===== config.mk =====
export PLATFORM = sky130hd
export DESIGN_NAME = oci_trace_capture_buffer_flat
export DESIGN_NICKNAME = d
export VERILOG_FILES = /design/src/rtl/oci_trace_capture_buffer_if.sv /design/src/rtl/oci_trace_capture_buffer.sv /design/src/flat_wrapper.sv
export SDC_FILE = /design/constraint.sdc
export NUM_CORES = 1
export LEC_CHECK = 0
export BUFFER_PORTS_ARGS = -buffer_cell sky130_fd_sc_hd__buf_4
export CAP_MARGIN = 40
export CORE_MARGIN = 3
export CORE_UTILIZATION = 55
export DETAILED_ROUTE_END_ITERATION = 10
export PLACE_DENSITY = 0.82
export SLEW_MARGIN = 20
export SYNTH_ARGS = -nofsm -noshare
export SYNTH_HDL_FRONTEND = slang
export SYNTH_SLANG_ARGS = --single-unit

===== constraint.sdc =====
create_clock -name clk -period 4.9 [get_ports clk]
set_input_delay 0.49 -clock clk [delete_from_list [all_inputs] [get_ports clk]]
set_output_delay 0.49 -clock clk [all_outputs]
set_load 0.02 [all_outputs]

===== src/rtl/oci_trace_capture_buffer_if.sv =====
// Trace capture bus: DCT word input plus the valid/ready drain port.
// The buffer takes the slave side; whoever feeds and dumps it takes the master side.
interface oci_trace_capture_buffer_if #(
   parameter int DATA_W = 30,
   parameter int CNT_W  = 4
);
   logic [DATA_W-1:0]       dct_buffer;
   logic [CNT_W-1:0]        dct_count;
   logic                    dct_valid;
   logic [DATA_W+CNT_W-1:0] rd_data;
   logic                    rd_valid;
   logic                    rd_ready;

   modport master (
      output dct_buffer, dct_count, dct_valid, rd_ready,
      input  rd_data, rd_valid
   );

   modport slave (
      input  dct_buffer, dct_count, dct_valid, rd_ready,
      output rd_data, rd_valid
   );
endinterface


===== src/rtl/oci_trace_capture_buffer.sv =====
// Circular capture buffer for soft-CPU debug trace words.
// Fills during CAPTURE, drains show-ahead during DRAIN, then parks in DONE until reset.
module oci_trace_capture_buffer #(
   parameter int DATA_W    = 30,
   parameter int CNT_W     = 4,
   parameter int DEPTH     = 16,
   parameter int ADDR_W    = 4,
   parameter int WRAP_MODE = 0
) (
   input  logic                          clk,
   input  logic                          reset_n,
   oci_trace_capture_buffer_if.slave     bus,
   input  logic                          test_ending,
   input  logic                          test_has_ended,
   output logic [ADDR_W:0]               fill_level,
   output logic                          overflow,
   output logic                          done
);

   typedef enum logic [1:0] {CAPTURE, DRAIN, FINISHED} state_t;

   localparam logic [ADDR_W:0] FULL_LEVEL = (ADDR_W+1)'(DEPTH);

   state_t                  state, state_next;
   logic [DATA_W+CNT_W-1:0] mem [DEPTH];
   logic [ADDR_W-1:0]       wr_ptr, rd_ptr;
   logic                    full, empty;
   logic                    wr_en, pop, ovf_event;

   assign full  = (fill_level == FULL_LEVEL);
   assign empty = (fill_level == '0);

   // An abort wins over everything else, so no write or pop happens in that cycle.
   always_comb begin
      wr_en     = 1'b0;
      pop       = 1'b0;
      ovf_event = 1'b0;
      if (!test_has_ended) begin
         if (state == CAPTURE && bus.dct_valid) begin
            wr_en     = !full || (WRAP_MODE != 0);
            ovf_event = full;
         end
         if (state == DRAIN && !empty && bus.rd_ready) begin
            pop = 1'b1;
         end
      end
   end

   always_ff @(posedge clk or negedge reset_n) begin
      if (!reset_n) begin
         state <= CAPTURE;
      end else begin
         state <= state_next;
      end
   end

   always_comb begin
      state_next = state;
      if (test_has_ended) begin
         state_next = FINISHED;
      end else begin
         case (state)
            CAPTURE:  if (test_ending) state_next = DRAIN;
            DRAIN:    if (empty) state_next = FINISHED;
            default:  state_next = FINISHED;
         endcase
      end
   end

   always_comb begin
      bus.rd_valid = (state == DRAIN) && !empty;
      bus.rd_data  = '0;
      done         = (state == FINISHED);
      if (bus.rd_valid) begin
         bus.rd_data = mem[rd_ptr];
      end
   end

   // A write into a full buffer in wrap mode drags rd_ptr along, so the oldest entry is lost.
   always_ff @(posedge clk or negedge reset_n) begin
      if (!reset_n) begin
         wr_ptr     <= '0;
         rd_ptr     <= '0;
         fill_level <= '0;
         overflow   <= 1'b0;
      end else begin
         if (wr_en) begin
            wr_ptr <= wr_ptr + ADDR_W'(1);
            if (full) begin
               rd_ptr <= rd_ptr + ADDR_W'(1);
            end else begin
               fill_level <= fill_level + (ADDR_W+1)'(1);
            end
         end else if (pop) begin
            rd_ptr     <= rd_ptr + ADDR_W'(1);
            fill_level <= fill_level - (ADDR_W+1)'(1);
         end
         if (ovf_event) begin
            overflow <= 1'b1;
         end
      end
   end

   always_ff @(posedge clk) begin
      if (wr_en) begin
         mem[wr_ptr] <= {bus.dct_count, bus.dct_buffer};
      end
   end

endmodule


===== src/flat_wrapper.sv =====
// flat-port wrapper written by rule: the top's interface ports become plain ports
module oci_trace_capture_buffer_flat 
#(
   parameter int DATA_W    = 30,
   parameter int CNT_W     = 4,
   parameter int DEPTH     = 16,
   parameter int ADDR_W    = 4,
   parameter int WRAP_MODE = 0
)
  (clk, reset_n, test_ending, test_has_ended, fill_level, overflow, done, bus_dct_buffer, bus_dct_count, bus_dct_valid, bus_rd_ready, bus_rd_data, bus_rd_valid);
  oci_trace_capture_buffer_if #(.DATA_W(DATA_W), .CNT_W(CNT_W)) bus_i ();
  input  logic clk;
  input  logic reset_n;
  input  logic test_ending;
  input  logic test_has_ended;
  output logic [ADDR_W:0] fill_level;
  output logic overflow;
  output logic done;
  input wire logic [$bits(bus_i.dct_buffer)-1:0] bus_dct_buffer;
  input wire logic [$bits(bus_i.dct_count)-1:0] bus_dct_count;
  input wire logic [$bits(bus_i.dct_valid)-1:0] bus_dct_valid;
  input wire logic [$bits(bus_i.rd_ready)-1:0] bus_rd_ready;
  output wire logic [$bits(bus_i.rd_data)-1:0] bus_rd_data;
  output wire logic [$bits(bus_i.rd_valid)-1:0] bus_rd_valid;
  assign bus_i.dct_buffer = bus_dct_buffer;
  assign bus_i.dct_count = bus_dct_count;
  assign bus_i.dct_valid = bus_dct_valid;
  assign bus_i.rd_ready = bus_rd_ready;
  assign bus_rd_data = bus_i.rd_data;
  assign bus_rd_valid = bus_i.rd_valid;
  oci_trace_capture_buffer #(.DATA_W(DATA_W), .CNT_W(CNT_W), .DEPTH(DEPTH), .ADDR_W(ADDR_W), .WRAP_MODE(WRAP_MODE)) u_core (.clk(clk), .reset_n(reset_n), .bus(bus_i), .test_ending(test_ending), .test_has_ended(test_has_ended), .fill_level(fill_level), .overflow(overflow), .done(done));
endmodule

### Yosys cells after proc, flatten, opt, wreduce, memory -nomap -nowiden

Memories as Yosys holds them, arrays and structs flattened.
Cells that the tools add are included.

* add/subtract/negate cells: 4
* multipliers: 0
* div/mod/pow operators: 0
* $lt $le $gt $ge: 0
* equality and inequality tests: 7
* shifts and indexed selects: 0
* muxes and demuxes: 19
* bitwise operators: 0
* reductions and logical operators: 11

Operators with widths (number)
* 34-bit 2-to-1 mux: 1
* 5-bit 2-to-1 mux: 3
* 4-bit 2-to-1 mux: 3
* 4-bit by 1-bit adder with 4-bit output, second input constant: 2
* 1-bit 2-to-1 mux: 8
* 2-bit 2-to-1 mux: 3
* 2-bit AND reduction: 3
* 5-bit by 1-bit adder with 5-bit output, second input constant: 1
* 5-bit equality test, second input constant: 1
* 5-bit logical NOT: 1
* 5-bit by 1-bit subtractor with 5-bit output, second input constant: 1
* 2-bit case mux with 2 select lines: 1
* 1-bit logical AND: 3
* 3-bit by 2-bit != test with 1-bit output, second input constant: 1
* 3-bit != test, second input constant: 1
* 2-bit by 1-bit equality test with 1-bit output, second input constant: 1
* 2-bit equality test, second input constant: 1
* 1-bit logical NOT: 2
* 2-bit logical NOT: 1
* 2-bit by 1-bit != test with 1-bit output, second input constant: 1
* 2-bit != test, second input constant: 1
* 2-bit nonzero test: 1

* register bits: 16
* latch bits: 0
* memory bits (writable): 544
* memory bits (read-only): 0
* output and inout port bits: 42
* memories: 1

Memory list
* u_core.mem: depth 16, width 34, rd ports 1, clocked after Yosys merged registers in 0, write ports 1, line oci_trace_capture_buffer.sv:25 `logic [DATA_W+CNT_W-1:0] mem [DEPTH];`

### Logic depth before layout (Yosys ltp)

* word-level depth: 8
* depth in mapped cells: 9
* depth with buffers taken out: 8

### Worst setup path before layout

No wires, ideal clock.

* path kind: input to register
* start point: in test_has_ended
* end point: mem u_core.mem[0][0] (netlist bit), enable pin
* arrival: 3.854 ns
* data required time: 4.432 ns
* path slack: 0.579 ns
* stages on the path: 5
* path buffers: 1
* cells stage by stage: or4b_1 -> a21oi_2 -> buf_4 -> nand2_1 -> nor3_1

* word-level cells in the longest chain between the ends: 3

Ends and longest elaborated chain
* start: declaration: line flat_wrapper.sv:15 `input logic test_has_ended;`
* 1-bit 2-to-1 mux: line oci_trace_capture_buffer.sv:38 `if (!test_has_ended) begin`
* named net u_core.wr_en: line oci_trace_capture_buffer.sv:28 `logic wr_en, pop, ovf_event;`
* 1-bit 2-to-1 mux: line oci_trace_capture_buffer.sv:105 `if (wr_en) begin`
* 1-bit 2-to-1 mux (implied by the code): line oci_trace_capture_buffer.sv:106 `mem[wr_ptr] <= {bus.dct_count, bus.dct_buffer};`
* end: declaration: line oci_trace_capture_buffer.sv:25

The timed path passes the listed nets, and every way through them passes these cells.

### Worst setup path after layout

* start point: reg u_core.rd_ptr[1]
* end point: out bus_rd_data[1]

* word-level cells in the longest chain between the ends: 2

Ends and longest elaborated chain
* start: declaration: line oci_trace_capture_buffer.sv:26 `logic [ADDR_W-1:0] wr_ptr, rd_ptr;`
* start signal: assignment: line oci_trace_capture_buffer.sv:90 `rd_ptr <= rd_ptr + ADDR_W'(1);`
* start signal: assignment: line oci_trace_capture_buffer.sv:95 `rd_ptr <= rd_ptr + ADDR_W'(1);`
* memory read 16 x 34 bit
* 34-bit 2-to-1 mux: line oci_trace_capture_buffer.sv:74 `if (bus.rd_valid) begin`
* end: declaration: line flat_wrapper.sv:23 `output wire logic [$bits(bus_i.rd_data)-1:0] bus_rd_data;`

No other way between the ends.

==> impl_metrics.sql <==
INSERT INTO impl_metrics (metric_group, metric, value, unit) VALUES
('outcome', 'outcome', 'completed', ''),
('synth', 'synth_enable_flop_cells', '544', ''),
('global_routing', 'number_of_global_route_vias_before_repair', '10900', ''),
('final_layout', 'post-route-cell-area', '24900', 'sq um'),
('detailed_routing', 'routed_wire_length_per_instance', '27.9', 'microns'),
('floorplan', 'chipWidth', '204', 'microns'),
('final_layout', 'antennaDiodeCount', '0', ''),
('synth', 'synth_nets', '984', ''),
('synth', 'syn_area', '21700', 'sq um'),
('detailed_routing', 'dr.first_iter.drc_count', '1013', ''),
('synth', 'synth-async-reset-ratio', '2.86', '%'),
('detailed_routing', 'drt-vias-per-instance', '6.22', ''),
('setup_path', 'path_class', 'flop to output port', ''),
('setup_path', 'timing.critical_path.to_type', 'output port', ''),
('final_layout', 'n_fill_cell', '2464', ''),
('synth', 'ys.flop_type', 'sky130_fd_sc_hd__edfxtp_1', ''),
('final_layout', 'multiInputGateArea', '4760', 'sq um'),
('final_layout', 'final_core_util', '64.3', '%'),
('hold_path', 'hp-class', 'input pin to flop', ''),
('power', 'maximum_vdd_ir_drop', '0.000265', 'V'),
('setup_path', 'required', '4.41', 'ns'),
('floorplan', 'vertical_die_dimension', '204', 'microns'),
('sta', 'fin_hold_ws', '0.111', 'ns'),
('clock_network', 'root_buffer', 'sky130_fd_sc_hd__clkbuf_16', ''),
('global_routing', 'groute.usage.overall', '22.5', '%'),
('sta', 'fin_tns_setup', '0', 'ns'),
('final_layout', 'final_nets', '1106', ''),
('global_routing', 'number_of_antenna_violations_at_the_first_check_in_global_routing', '0', ''),
('clock_network', 'cts-buffers-inserted', '53', ''),
('sta', 'layout_worst_path_cycle_share', '73.5', '%'),
('sta', 'hold_viol', '0', ''),
('synth', 'ys_warns', '0', ''),
('sta', 'timing_worst_slew_pin_value', '0.772', 'ns'),
('setup_path', 'critical_path.max_stage_delay', '0.80', 'ns'),
('synth', 'postSynthCellCount', '935', ''),
('clock_network', 'resized_gates_after_cts', '0', ''),
('sta', 'rsz_0062_raised_after_global_routing', 'no', ''),
('sta', 'minimum_clock_period', '3.60', 'ns'),
('synth', 'ys_seq_elements', '560', ''),
('global_routing', 'grt_start_max_net_pins', '51', ''),
('detailed_routing', 'antenna_violating_nets_post_route', '0', ''),
('sta', 'final-max-slew-violation-count', '0', ''),
('setup_path', 'worst_ep_arrival_time', '3.11', 'ns'),
('setup_path', 'setup.worst_path.start_class', 'flop', ''),
('detailed_routing', 'drt-total-wl', '45.2', 'mm'),
('floorplan', 'core_area', '38700', 'sq um'),
('setup_path', 'cell_with_the_largest_stage_delay_on_the_worst_path', 'sky130_fd_sc_hd__dfrtp_4', ''),
('global_routing', 'grt.overflow.total', '0', ''),
('detailed_routing', 'drt_drc_violations_left', '0', ''),
('synth', 'seq_area_frac_synth', '77.3', '%'),
('setup_path', 'crit_top_cell', 'sky130_fd_sc_hd__buf_4', ''),
('floorplan', 'initial_core_util', '55.9', '%'),
('clock_network', 'tritoncts', 'built', ''),
('sta', 'fmax', '278', 'MHz'),
('final_layout', 'area_delta_synth_final', '15.0', '%'),
('clock_network', 'clk-insertion-delay-late', '0.61', 'ns'),
('clock_network', 'cts_max_level', '2', ''),
('placement', 'place_inst', '1519', ''),
('placement', 'io_buffers', '81', ''),
('placement', 'placedInstanceArea', '23200', 'sq um'),
('placement', 'globalplace.congestion', '0.755', ''),
('setup_path', 'critical_path.cell_chain', 'buf_4 > mux4_2 > mux2_2 > o2bb2ai_1 > buf_4', ''),
('setup_path', 'path_delay_family', 'multiplexers', ''),
('synth', 'avgSynthCellArea', '23.2', 'sq um'),
('final_layout', 'final_layout_size_suffix_gt1_share', '35.5', '%'),
('sta', 'report.final.setup_viol', '0', ''),
('setup_path', 'worst-path-max-fanout', '29', ''),
('clock_network', 'cts.path.max_buffers', '3', ''),
('floorplan', 'area_enclosed_by_the_die_boundary', '41800', 'sq um'),
('synth', 'ys_types', '38', ''),
('sta', 'setup_skew', '0.0280', 'ns');
[through the flow]
stage          total power [mW]  worst slack [ns]
2_1_floorplan              5.38             0.579
3_3_place_gp               5.47              1.57
3_5_place_dp               5.47              1.76
4_1_cts                    9.41              1.22
5_1_grt                    9.60              1.14
6_report                   9.35              1.30
[worst min-delay path, cell delays in order]
cell and delay, ns:
sky130_fd_sc_hd__buf_4 0.08, sky130_fd_sc_hd__nor2_1 0.03, sky130_fd_sc_hd__nor2_1 0.06
[synthesized netlist by cell type, types with 2 or more instances]
| cell type | count | area (sq um) |
|---|---|---|
| sky130_fd_sc_hd__a21oi_1 | 4 | 20.0 |
| sky130_fd_sc_hd__buf_1 | 12 | 45.0 |
| sky130_fd_sc_hd__buf_2 | 13 | 65.1 |
| sky130_fd_sc_hd__buf_4 | 4 | 30.0 |
| sky130_fd_sc_hd__buf_6 | 5 | 56.3 |
| sky130_fd_sc_hd__clkbuf_1 | 15 | 56.3 |
| sky130_fd_sc_hd__dfrtp_1 | 16 | 400 |
| sky130_fd_sc_hd__edfxtp_1 | 544 | 16300 |
| sky130_fd_sc_hd__ha_1 | 8 | 100 |
| sky130_fd_sc_hd__inv_1 | 6 | 22.5 |
| sky130_fd_sc_hd__mux2_2 | 35 | 394 |
| sky130_fd_sc_hd__mux2i_1 | 35 | 350 |
| sky130_fd_sc_hd__mux4_2 | 136 | 3060 |
| sky130_fd_sc_hd__nand2_1 | 11 | 41.3 |
| sky130_fd_sc_hd__nand2b_1 | 3 | 18.8 |
| sky130_fd_sc_hd__nor2_1 | 19 | 71.3 |
| sky130_fd_sc_hd__nor3_1 | 7 | 35.0 |
| sky130_fd_sc_hd__o2bb2ai_1 | 34 | 298 |
| sky130_fd_sc_hd__xnor2_1 | 8 | 70.1 |
| sky130_fd_sc_hd__xor2_1 | 2 | 17.5 |
[cell families after synthesis]
| kind of cell | after synthesis | share of synthesized area (%) |
|---|---|---|
| flops | 560 | 77.3 |
| mux | 206 | 17.6 |
| compound gates | 46 | 1.85 |
| buf+inv | 56 | 1.29 |
| fa+ha+maj | 9 | 0.555 |
| simple gates | 48 | 1.06 |
| xor+xnor | 10 | 0.404 |
[flip-flops by register name, summed over array words and instances, names as in the netlist]
signal,cells
u_core.state,2
u_core.wr_ptr,4
u_core.rd_ptr,4
u_core.fill_level,5
u_core.overflow,1
u_core.mem,544
[layout make-up]
cell class | instances | area share (%)
Timing Repair Buffer | 117 | 4.18
Multi-Input combinational cell | 319 | 19.1
Sequential cell | 560 | 67.2
Clock buffer | 60 | 5.43
Inverter | 6 | 0.0904
Clock inverter | 39 | 1.35
Tap cell | 518 | 2.60
[worst paths after layout]
path	from	end	slack, ns	cells after the start
setup / recovery	u_core.rd_ptr[1]$_DFFE_PN0P_	bus_rd_data[1]	1.30	5
hold / removal	test_ending	u_core.state[0]$_DFFE_PN0P_	0.11	3
setup reg to reg	u_core.state[0]$_DFFE_PN0P_	u_core.mem[13][24]$_DFFE_PP_	1.89	6
hold reg to reg	u_core.overflow$_DFFE_PN0P_	u_core.overflow$_DFFE_PN0P_	0.49	1
max in group asynchronous	reset_n	u_core.rd_ptr[2]$_DFFE_PN0P_	4.38	2
min in group asynchronous	reset_n	u_core.rd_ptr[1]$_DFFE_PN0P_	0.28	2
[where the power goes]
part / total (mW) / internal (mW) / switching [mW] / leakage (nW)
registers: 5.26 / 5.25 / 0.00554 / 5.08
logic: 0.116 / 0.0334 / 0.0824 / 1.79
clock network: 3.98 / 2.25 / 1.72 / 0.836
total: 9.35 / 7.54 / 1.81 / 7.71
[per-layer routing]
| layer | global-route usage, % | vias up | part of all wire, % |
|---|---|---|---|
| met3 | 3.95 | 68 | 6.9 |
| met5 | 0 | - | 0 |
| met1 | 30.9 | 5346 | 39 |
| met4 | 6.12 | 0 | 2.2 |
| li1 | - | 4211 | - |
| met2 | 37.9 | 453 | 52 |
[what timing repair did]
action                                 CTS  global route
hold buffers                             1             0
buffers inserted                         0             0
endpoints found under the hold margin   16             0
Power figures use the tool's default switching activity.
